===== src/rtl/bp_pkg.sv =====
// bp_pkg: shared defaults, FSM state type and trace entry layout {id, outcome}
package bp_pkg;
  localparam int ID_W_DEF = 3;
  typedef enum logic [1:0] {IDLE, RUN, DRAIN} state_t;
  function automatic int entry_w(input int id_w);
    return id_w + 1;
  endfunction
endpackage


===== src/rtl/branch_trace_mem.sv =====
// branch_trace_mem: trace storage, synchronous write, asynchronous read, no reset
module branch_trace_mem #(
  parameter int W = 4,
  parameter int DEPTH = 256,
  parameter int ADDR_W = 8
) (
  input  logic              clk,
  input  logic              we,
  input  logic [ADDR_W-1:0] waddr,
  input  logic [W-1:0]      wdata,
  input  logic [ADDR_W-1:0] raddr,
  output logic [W-1:0]      rdata
);
  logic [W-1:0] mem [DEPTH];
  always_ff @(posedge clk)
    if (we) mem[waddr] <= wdata;
  assign rdata = mem[raddr];
endmodule


===== src/rtl/branch_trace_driver.sv =====
// branch_trace_driver: replays a stored branch trace into a predictor and scores its misses
module branch_trace_driver
  import bp_pkg::*;
#(
  parameter int ID_W = ID_W_DEF,
  parameter int DEPTH = 256,
  parameter int ADDR_W = 8,
  parameter int CNT_W = 16
) (
  input  logic              clk,
  input  logic              reset,
  input  logic              load_en,
  input  logic [ADDR_W-1:0] load_addr,
  input  logic [ID_W-1:0]   load_id,
  input  logic              load_outcome,
  input  logic [ADDR_W:0]   trace_len,
  input  logic              start,
  output logic              br_valid,
  output logic [ID_W-1:0]   br_id,
  output logic              br_outcome,
  input  logic              miss,
  output logic              busy,
  output logic              done,
  output logic [CNT_W-1:0]  total_count,
  output logic [CNT_W-1:0]  miss_count,
  input  logic [ID_W-1:0]   stat_sel,
  output logic [CNT_W-1:0]  stat_miss
);
  localparam int EW = entry_w(ID_W);
  state_t state;
  logic [ADDR_W:0] ptr, len;
  logic v1;
  logic [ID_W-1:0] id1;
  logic [CNT_W-1:0] per_id [2**ID_W];
  logic [EW-1:0] rd;
  logic idle, go;
  assign idle = state == IDLE;
  assign go = idle && start;
  function automatic logic [CNT_W-1:0] inc(input logic [CNT_W-1:0] c);
    return c + CNT_W'(c != '1);
  endfunction
  branch_trace_mem #(.W(EW), .DEPTH(DEPTH), .ADDR_W(ADDR_W)) u_mem (
    .clk(clk),
    .we(load_en && idle && !reset),
    .waddr(load_addr),
    .wdata({load_id, load_outcome}),
    .raddr(idle ? '0 : ptr[ADDR_W-1:0]),
    .rdata(rd)
  );
  always_ff @(posedge clk)
    if (reset) begin
      state <= IDLE;
      br_valid <= 1'b0;
      br_id <= '0;
      br_outcome <= 1'b0;
      busy <= 1'b0;
      done <= 1'b0;
      stat_miss <= '0;
      ptr <= '0;
      len <= '0;
      v1 <= 1'b0;
      id1 <= '0;
    end else begin
      v1 <= br_valid;
      id1 <= br_id;
      stat_miss <= per_id[stat_sel];
      done <= state == DRAIN || (go && trace_len == '0);
      case (state)
        IDLE: if (go && trace_len != '0) begin
          len <= trace_len;
          {br_id, br_outcome} <= rd;
          ptr <= (ADDR_W+1)'(1);
          br_valid <= 1'b1;
          busy <= 1'b1;
          state <= RUN;
        end
        RUN: if (ptr < len) begin
          {br_id, br_outcome} <= rd;
          ptr <= ptr + 1'b1;
        end else begin
          br_valid <= 1'b0;
          state <= DRAIN;
        end
        DRAIN: begin
          busy <= 1'b0;
          state <= IDLE;
        end
        default: state <= IDLE;
      endcase
    end
  // v1/id1 delay the presented event by one edge so it lines up with the registered miss
  always_ff @(posedge clk)
    if (reset || go) begin
      total_count <= '0;
      miss_count <= '0;
      for (int i = 0; i < 2**ID_W; i++) per_id[i] <= '0;
    end else if (v1) begin
      total_count <= inc(total_count);
      if (miss) begin
        miss_count <= inc(miss_count);
        per_id[id1] <= inc(per_id[id1]);
      end
    end
endmodule


===== config.mk =====
export PLATFORM = sky130hd
export DESIGN_NAME = branch_trace_driver
export DESIGN_NICKNAME = d
export VERILOG_FILES = /design/src/rtl/bp_pkg.sv /design/src/rtl/branch_trace_mem.sv /design/src/rtl/branch_trace_driver.sv
export SDC_FILE = /design/constraint.sdc
export NUM_CORES = 2
export LEC_CHECK = 0
export CORE_MARGIN = 4
export CORE_UTILIZATION = 45
export DETAILED_ROUTE_END_ITERATION = 10
export GPL_ROUTABILITY_DRIVEN = 0
export GPL_TIMING_DRIVEN = 0
export PLACE_DENSITY = 0.62
export SKIP_LAST_GASP = 1
export SLEW_MARGIN = 20
export SYNTH_ARGS = -nofsm -noshare
export SYNTH_HDL_FRONTEND = slang
export SYNTH_SLANG_ARGS = --single-unit
export TNS_END_PERCENT = 5

===== constraint.sdc =====
create_clock -name clk -period 5.2 [get_ports clk]
set_clock_uncertainty 0.15 [all_clocks]
set_input_delay 1.56 -clock clk [delete_from_list [all_inputs] [get_ports clk]]
set_output_delay 1.56 -clock clk [all_outputs]
set_load 0.02 [all_outputs]

==> out/metrics.cfg <==
[run_status]
status = finished, violations left
violations = negative setup slack

[die]
dieArea_um2 = 116800
die_y_um = 341.8
ios = 84
placementRows = 122
start_util_pct = 45.30
coreArea_um2 = 110700
die_w_um = 341.8

[synthesis]
synthesis.nets = 3386
synth_edf_count = 1152
synth_area_um2 = 50130
synth_warnings = 0
synth_top_area_share_pct = 69.01
netlist-cell-type-count = 96
syn-mean-instance-area_um2 = 15.00
yosys-top-cells-area = edfxtp_1, nor2_1, dfxtp_1
ys.flop_type = edfxtp_1
synth_cells = 3342
post-synth-top-count-cell = edfxtp_1
synth_seq_area_share_pct = 72.16
synth_common_cells = edfxtp_1, nor2_1, mux2i_1
async_reset_ff_share_pct = 0
yosysTopAreaCell = edfxtp_1
synth_seq_cells = 1231

[global_route]
grt_pass1_vias = 33177
grt_max_degree = 126
grt_pass1_wl_um = 270600
antenna_found_initial = 24
grt_use_total_pct = 33.85
gr-total-overflow = 0

[sta]
whs_ps = 341.8
tightest_slew_ps = 1372
worst_slack_ps = -265.2
finalCritPeriodShare_pct = 105.1
relSlewSlack_pct = 8.551
max_freq_ghz = 0.1830
finalMaxSlewViolations = 0
rsz0062_at_grt = true
finalHoldViolCount = 0
fin_crit_ps = 5465
setup_viol = 18

[clock_tree]
clock_latency_ps = 780
holdBufCountCts = 0
clockBufferDepth = 3
cts_buffers = 131
cts_tree = built
post_cts_buffers = 0
clkTransAtPathRegs_ps = 60
clock_sinks = 1231
h-tree-depth = 4
cts_root_buf = clkbuf_16

[run]
cap_violations = 0

[setup_path]
worstPathRequired_ps = 5750
r2r_cells = 9
endpoint = br_id[2]
crit_path_end_kind = flip-flop
startpoint = ptr[2]
regToRegSetupSlack_ps = -270
critPathLaunchType = flip-flop
reg2reg_from = ptr[2]
path_class = reg -> reg
worstPathCellList = o21ai_2 -> nor3_4 -> buf_2 -> clkbuf_1 -> a21oi_1 -> a22oi_1 -> o22ai_1 -> nor4_1 -> a221o_1
crit_slowest_cell = clkbuf_1
worstPathMaxFanout = 10
arrival_ps = 6010
r2r-end = br_id[2]
cpPeakStageDelay_ps = 1020

[place]
placed_cell_area_um2 = 53140
numPortBuffers = 81
post-place-ws_ps = -711.7
dpl.hpwl_um = 129600

[pwr]
ir_drop_mv = 0.2466
power.static_leakage_nw = 18.12
power_w = 0.02262
power_density_nw_per_um2 = 394.0

[detailed_routing]
vias_per_cell = 6.925
dr_total_vias = 35824
drt_iter0_drc = 7476
wl_um = 201600
drc_errors = 0
drtAntennaViolNets = 0
drt_first_pass_iters = 7
routedWlPerCell_um = 38.97

[min_path]
hp-class = reg -> reg

[finish]
final_nets = 3610
area_growth_pct = 14.51
final_cell_area_um2 = 57400
utilization_pct = 51.87
drive_gt1_share_pct = 13.92

metal layers:
metal	share of wire, %	GRT usage (%)
met1	34	43.25
met2	42	47.58
met3	17	15.79
met4	6.9	18.83
met5	0.093	0
layout make-up:
type / count / area, um2
clock buffers: 172 / 3535
clock inverters: 65 / 664.4
multi-input cells: 1858 / 12750
fillers: 9172 / 53270
repair buffers: 91 / 1106
plain buffers: 231 / 1185
diodes: 15 / 37.54
inverters: 22 / 82.58
well taps: 1488 / 1862
flip-flops and latches: 1231 / 36170
flip-flops by register name, summed over array words and instances, names as in the netlist, 2 cells and up:
signal	count
br_id	3
ptr	9
id1	3
stat_miss	16
total_count	16
u_mem.mem	1024
miss_count	16
state	2
per_id	128
len	9
metrics by stage:
step | std cells | setup TNS [ps]
finish | 5173 | -1155
detailed placement | 4921 | -115690
global placement | 4911 | -5531680
floorplan | 3342 | 0
CTS | 5158 | -40.42
global route | 5162 | -2793
cell usage in the layout, fill, tap and decap left out, drive strengths merged, types with 18 or more instances in the layout:
cell type,instances
nor2,522
a222oi,48
a211oi,41
mux4,43
o211ai,18
nand4,36
a221oi,47
nand3,50
a22oi,50
a21oi,90
nor3,23
inv,30
nand2,143
clkbuf,267
mux2i,149
buf,150
clkdlybuf4s50,77
o22ai,53
o221ai,96
and3,20
dfxtp,79
o21ai,67
xor2,32
edfxtp,1152
nor2b,20
mux2,67
clkinv,50
critical path: cells and delay by family (launching register included):
kind	cells	cell delay (ps)
AO/OA/AOI/OAI	5	1490
buffers and inverters	2	1670
flip-flops	1	470
AND/OR/NAND/NOR	2	1550
report_power, final:
group	leakage, nW	total (W)	switching [W]	internal, W
Sequential	11.2	0.0110	0.0000674	0.0109
Clock	2.04	0.00924	0.00415	0.00509
Combinational	4.85	0.00237	0.00179	0.000577
worst min path at each step:
stage	slack, ps	from	end	depth (start not counted)
2_1_floorplan	310	len[1]	len[1]	2
3_3_place_gp	330	len[5]	len[5]	2
3_5_place_dp	340	br_valid	v1	1
4_1_cts	350	br_valid	v1	1
5_1_grt	370	len[2]	len[2]	2
6_report	340	br_valid	v1	1
repair_timing:
item,in CTS,in global routing
pin swaps,0,0
gates resized for setup,1,1
cloned,0,0
endpoints found under the setup margin,2,80
kinds of logic (layout without fill, tap and decap cells):
| family | Yosys count | in the layout | share of synthesized area, % |
|---|---|---|---|
| adders and majority gates | 15 | 15 | 0.3744 |
| and+or+nand+nor | 903 | 903 | 8.127 |
| muxes | 259 | 259 | 6.412 |
| AOI/OAI and AO/OA | 634 | 634 | 9.602 |
| xor gates and xnor gates | 47 | 47 | 0.8960 |
| buffers and inverters | 253 | 581 | 2.426 |
| DFF | 1231 | 1231 | 72.16 |
| other | 0 | 15 | 0 |
(Power assumes the default switching activity.)
